--- src/rtl/clk_div_sync_pkg.sv ---
// rtl/clk_div_sync_pkg.sv - shared state encodings and defaults for the synchronous clock divider
package clk_div_sync_pkg;

  // Divider control states; encodings are shared with the PHY control logic
  typedef enum logic [1:0] {
    IDLE = 2'd0,
    RUN  = 2'd1,
    STOP = 2'd2
  } state_t;

  // Five stages give clk_32f/2 down to clk_32f/32, matching the legacy ripple chain
  localparam int DIV_STAGES_DEF = 5;

endpackage

--- src/rtl/clk_div_sync.sv ---
// rtl/clk_div_sync.sv - single-counter power-of-two clock divider with strobes, glitch-free select and lock
module clk_div_sync
  import clk_div_sync_pkg::*;
#(
  parameter int DIV_STAGES = DIV_STAGES_DEF,
  parameter int SEL_W      = (DIV_STAGES > 1) ? $clog2(DIV_STAGES) : 1
) (
  input  logic                  clk_32f,
  input  logic                  reset,
  input  logic                  en,
  input  logic [SEL_W-1:0]      div_sel,
  output logic [DIV_STAGES-1:0] clk_div,
  output logic [DIV_STAGES-1:0] rise_stb,
  output logic                  clk_sel,
  output logic [SEL_W-1:0]      sel_cur,
  output logic                  locked
);

  // Highest legal select index; larger requests are pinned here
  localparam logic [SEL_W-1:0] SEL_MAX = SEL_W'(DIV_STAGES - 1);

  state_t                  state;
  state_t                  state_next;
  logic [DIV_STAGES-1:0]   cnt;
  logic [DIV_STAGES-1:0]   cnt_next;
  logic [SEL_W-1:0]        sel_lim;
  logic [SEL_W-1:0]        sel_next;
  logic                    wrap;
  logic                    locked_next;

  // Every divided clock is a bit of one register, so all outputs switch on the same edge
  assign clk_div = cnt;

  // Clamp the requested select index into the range of existing outputs
  always_comb begin
    sel_lim = div_sel;
    if (div_sel > SEL_MAX) begin
      sel_lim = SEL_MAX;
    end
  end

  // Next-state, counter advance, select reload and lock tracking
  always_comb begin
    state_next = state;
    cnt_next   = cnt;
    wrap       = (state != IDLE) && (&cnt);
    case (state)
      IDLE: begin
        if (en) begin
          state_next = RUN;
          cnt_next   = DIV_STAGES'(1);
        end
      end
      RUN: begin
        cnt_next = cnt + DIV_STAGES'(1);
        if (!en) begin
          state_next = STOP;
        end
      end
      STOP: begin
        // Keep counting so the current period completes and outputs rest low
        cnt_next = cnt + DIV_STAGES'(1);
        if (en) begin
          state_next = RUN;
        end else if (wrap) begin
          state_next = IDLE;
        end
      end
      default: begin
        state_next = IDLE;
        cnt_next   = '0;
      end
    endcase
    // All outputs are low right after a wrap, so switching the select there cannot glitch
    sel_next    = ((state == IDLE) || wrap) ? sel_lim : sel_cur;
    locked_next = (state_next == RUN) && (locked || ((state == RUN) && wrap));
  end

  // State register
  always_ff @(posedge clk_32f or negedge reset) begin
    if (!reset) begin
      state <= IDLE;
    end else begin
      state <= state_next;
    end
  end

  // Counter and registered outputs, so no output has a combinational path
  always_ff @(posedge clk_32f or negedge reset) begin
    if (!reset) begin
      cnt      <= '0;
      rise_stb <= '0;
      clk_sel  <= 1'b0;
      sel_cur  <= '0;
      locked   <= 1'b0;
    end else begin
      cnt      <= cnt_next;
      rise_stb <= cnt_next & ~cnt;
      clk_sel  <= cnt_next[sel_next];
      sel_cur  <= sel_next;
      locked   <= locked_next;
    end
  end

endmodule

--- config.mk ---
export PLATFORM = sky130hd
export DESIGN_NAME = clk_div_sync
export DESIGN_NICKNAME = d
export VERILOG_FILES = /design/src/rtl/clk_div_sync_pkg.sv /design/src/rtl/clk_div_sync.sv
export SDC_FILE = /design/constraint.sdc
export NUM_CORES = 1
export LEC_CHECK = 0
export CORE_MARGIN = 1
export CORE_UTILIZATION = 50
export DETAILED_ROUTE_END_ITERATION = 7
export PLACE_DENSITY_LB_ADDON = 0.1
export SETUP_SLACK_MARGIN = 0.3
export SLEW_MARGIN = 30
export SYNTH_ARGS = -nofsm -noshare
export SYNTH_HDL_FRONTEND = slang
export SYNTH_SLANG_ARGS = --single-unit
--- constraint.sdc ---
create_clock -name clk_32f -period 4 [get_ports clk_32f]
set_clock_uncertainty 0.05 [all_clocks]
set_input_delay 0.8 -clock clk_32f [delete_from_list [all_inputs] [get_ports clk_32f]]
set_output_delay 0.8 -clock clk_32f [all_outputs]
set_load 0.03 [all_outputs]
Word-level counts from Yosys, hierarchy flattened

Index checks and enable logic that the tools add are counted.

Reduce and logical (&&, ||, !) cells: 9
Divide/modulo/power cells: 0
Magnitude comparators: 2
Multipliers: 0
Shift-type cells: 0
Mux-type cells: 11
Bitwise gates (word level): 2
Eq/ne operators: 3
Add/sub/neg operators: 1

Operator list:

| kind                                                        | count |
|---|---|
| one-hot mux 5 bit (2 select lines)                          | 1 |
| two-way mux 2 bit                                           | 4 |
| two-way mux 3 bit                                           | 2 |
| one-hot mux 2 bit (3 select lines)                          | 1 |
| adder 5 x 1 -> 5 bit (second input constant)                | 1 |
| AND 5 bit                                                   | 1 |
| two-way mux 5 bit                                           | 1 |
| inverter 5 bit                                              | 1 |
| AND reduction 5 bit                                         | 1 |
| == test 2 x 1 -> 1 bit (second input constant)              | 2 |
| less-than comparator 3 x 4 -> 1 bit (second input constant) | 1 |
| binary-select mux 1 bit (select 3 bit)                      | 1 |
| > comparator 3 bit (second input constant)                  | 1 |
| logical AND 1 bit                                           | 3 |
| == test 2 bit (second input constant)                       | 1 |
| logical NOT 2 bit                                           | 1 |
| logical OR 1 bit                                            | 2 |
| nonzero test 2 bit                                          | 1 |
| OR reduction 2 bit                                          | 1 |
| two-way mux 1 bit                                           | 1 |

Register bits: 17
Word-level logic and storage cells: 34
Output and inout port bits: 15
ROM bits: 0
Memory bits (writable): 0
Memories kept: 0
Bits in latches: 0
Bits of input ports: 6

Depth between registers and ports, before layout

Depth after elaboration: 7
Depth in mapped cells: 8
Mapped depth without buffers: 8

Worst setup path before layout

OpenSTA, ideal clock, no wires.

Kind: register to register
Start: reg cnt[0] (netlist: clk_div[0])
End: reg clk_sel
Required time: 3882 ps
Buffers on the path: 0
Clock period less this slack: 2206 ps
Stages on the path, launching flop included: 9
Setup slack: 1794 ps
Library setup time: 68 ps
Data arrival time: 2088 ps
Cell sequence: dfrtp_1 ha_1 and3_1 ha_1 nor2_4 mux2i_4 mux2i_1 a211o_1 nand3_2

Cells in the longest elaborated chain, start to end: 6
Elaborated cells on any way between the ends: 9
Classes of those cells: add/sub (1); mux (5); reduce/logical (3)

Ends and longest elaborated chain:

| item                                                         | line               | RTL |
|---|---|---|
| start: declaration                                           | clk_div_sync.sv:24 | `logic [DIV_STAGES-1:0] cnt;` |
| start signal: assignment                                     | clk_div_sync.sv:97 | `cnt <= cnt_next;` |
| branches (longest 4 deep; another with adder 5 x 1 -> 5 bit) | -                  |  |
| binary-select mux 1 bit (select 3 bit) (*)                   | clk_div_sync.sv:99 | `clk_sel <= cnt_next[sel_next];` |
| two-way mux 1 bit (implied by the code) (*)                  | clk_div_sync.sv:99 |  |
| end signal: assignment                                       | clk_div_sync.sv:99 |  |
| end: declaration                                             | clk_div_sync.sv:14 | `output logic clk_sel,` |

Every way passes the cells marked *. The select of a mux whose other input is x is not followed.

Worst setup path after layout

Start: reg cnt[0] (netlist: clk_div[0])
End: out clk_div[0]

RTL lines:

| item             | line               | RTL |
|---|---|---|
| end: declaration | clk_div_sync.sv:12 | `output logic [DIV_STAGES-1:0] clk_div,` |

No word-level cell between the ends.

==> impl_metrics.json <==
{
  "status": "finished, final reports clean",
  "internal_power_uw": 473,
  "maxCapViolations": 0,
  "cp.buffers_inverters": 1,
  "initial_core_util": 0.545,
  "dieArea_sq_um": 1850,
  "antenna_left": 0,
  "die_w_um": 43.0,
  "sw_frac_of_total": 0.462,
  "cts_tree": "built",
  "min_period_ns": 2.34,
  "rsz0062_at_grt": "false",
  "ys_warn_count": 0,
  "tns_ns": 0,
  "tightest_slew_ns": 0.739,
  "synthFlopType": "dfrtp_1",
  "track_usage": 0.203,
  "final_cell_mix": "clkdlybuf4s50_1, dfrtp_1, inv_1, a21oi_1, ha_1",
  "wirelength_mm": 1.67,
  "clock_sinks": 17,
  "cts-root-buf": "clkbuf_4",
  "grt_max_degree": 18,
  "cp.required_ns": 3.15,
  "row_count": 14,
  "drive_gt1_frac": 0.0900,
  "cts_setup_buffers": 0,
  "synth_area_leader_cell": "dfrtp_1",
  "setup_viol": 0,
  "power_leakage_uw": 0.000512,
  "htreeDepth": 1,
  "layout_commonest_cell": "clkdlybuf4s50_1",
  "route.met3.wl_um": 97,
  "power.net_switching_uw": 407,
  "startpoint_type": "flop",
  "synth_edf_count": 0,
  "place.port_buffers": 20,
  "hold_ws_ns": 0.461,
  "drtIter0Drc": 19,
  "wl_per_cell_um": 14.4,
  "seqPwrFrac": 0.331,
  "cts_resized": 0,
  "r2r_end": "clk_sel",
  "peakVddDrop_v": 0.000506,
  "areaGrowthSynthToFinish_pct": 29.1,
  "synthTopCellsByArea": "dfrtp_1, ha_1, a21oi_1",
  "critPathKind": "flop to output port",
  "clock_path_buffers": 2,
  "clkTransAtPathRegs_ns": 0.10,
  "grt_remaining_overflow": 0,
  "fmax_mhz": 428,
  "syn-cell-area_sq_um": 840,
  "arrival_ns": 1.49,
  "p_per_area_nw_per_um2": 812,
  "dp_hpwl_mm": 1.25,
  "avgSynthCellArea_sq_um": 10.9,
  "crit_fanout": 7,
  "r2r_setup_slack_ns": 1.73,
  "crit_family": "buffers and inverters",
  "cp_cell_sequence": "clkdlybuf4s50_1",
  "drc": 0,
  "clk_latency_ns": 0.29,
  "yosysUniqueCellTypes": 26,
  "layout.nets": 113,
  "synth_fp_nets": 89,
  "grt_pass1_wl_mm": 2.73,
  "die_h_um": 43.0,
  "vias_per_cell": 5.82,
  "grt_pass1_vias": 635,
  "postCtsHoldBufs": 0,
  "async_flop_share": 1.00,
  "combPwrFrac": 0.564,
  "first_pass_iters": 4,
  "synth-seq-cells": 17,
  "worstReg2RegStart": "clk_div[0]",
  "top_layer": "met4",
  "core_area_sq_um": 1540,
  "hp-class": "flop to flop",
  "hp-start": "clk_div[4]",
  "hold_depth": 1,
  "routed-wl-met2_um": 752,
  "finalCritPeriodShare": 0.584,
  "finalPower_uw": 880,
  "vias": 675,
  "numCtsBuffers": 3,
  "yosysSeqAreaShare": 0.507,
  "syn-instance-count": 77,
  "synth_top_area_share": 0.507,
  "holdPathEnd": "rise_stb[4]",
  "drt-met1-wl_um": 794,
  "cp_slowest_stage_delay_ns": 0.71,
  "clkPwrFrac": 0.105,
  "antenna_found_initial": 0,
  "slew_viol_final": 0,
  "hold_violations": 0,
  "routabilityCongestion": 0.773,
  "relSlewSlack": 0.506,
  "n_antenna_cell": 0,
  "boundaryPins": 21,
  "reg2reg_depth": 8,
  "endpoint_kind": "output port",
  "cp_slowest_cell": "clkdlybuf4s50_1"
}
layer usage:
metal	vias to the layer above	track usage
li1	319	-
met1	325	0.291
met2	27	0.276
met3	4	0.0553
met4	0	0.115
met5	-	0
worst max path at each step:
stage	slack, ns	endpoint	depth (start not counted)	from
CTS	1.66	clk_div[0]	1	clk_div[0]
global route	1.60	clk_sel	8	clk_div[0]
global placement	1.75	clk_sel	6	en
floorplan	1.79	clk_sel	8	clk_div[0]
finish	1.66	clk_div[0]	1	clk_div[0]
detailed placement	1.72	clk_sel	6	en
cell type report:
type	count	area, sq um
clock inverter	1	5.00
sequential	17	425
tap	16	20.0
inverter	6	22.5
fill	127	458
multi-input combinational	53	388
timing repair buffer	20	200
clock buffer	3	22.5
metrics by stage:
stage          setup WS [ns]  std cells  cell area, sq um   util
3_3_place_gp            1.75        112              1060  0.685
4_1_cts                 1.66        116              1080  0.703
2_1_floorplan           1.79         77               840      -
5_1_grt                 1.60        116              1080  0.703
3_5_place_dp            1.72        112              1060  0.685
6_report                1.66        116              1080  0.703
Yosys cell counts, drive strengths merged, types with 2 or more instances:
| cell | count |
|---|---|
| nand3 | 2 |
| nor2b | 3 |
| a311oi | 2 |
| a21oi | 7 |
| nor2 | 3 |
| dfrtp | 17 |
| nor3 | 4 |
| mux2i | 3 |
| inv | 6 |
| nand4 | 2 |
| nand2b | 4 |
| o21ai | 4 |
| nand2 | 4 |
| nand3b | 2 |
| and3 | 2 |
| ha | 6 |
logic make-up (layout without fill, tap and decap cells):
| logic type | Yosys count | count (layout) | synth area share |
|---|---|---|---|
| buf+inv | 7 | 30 | 0.0313 |
| compound gates | 18 | 18 | 0.140 |
| simple gates | 26 | 26 | 0.182 |
| flops | 17 | 17 | 0.507 |
| mux | 3 | 3 | 0.0507 |
| fa+ha+maj | 6 | 6 | 0.0894 |
power by group through the flow:
stage          clock (uW)  sequential, uW  combinational (uW)
2_1_floorplan           0             388                 228
3_3_place_gp            0             292                 484
3_5_place_dp            0             294                 496
4_1_cts              95.8             291                 496
5_1_grt               101             300                 538
6_report             92.4             292                 496
state kept, by name, indices dropped and copies added, names as in the netlist:
signal and flops:
clk_div 5, clk_sel 1, locked 1, rise_stb 5, sel_cur 3, state 2
Note: power is estimated with default switching activity, not from simulation.
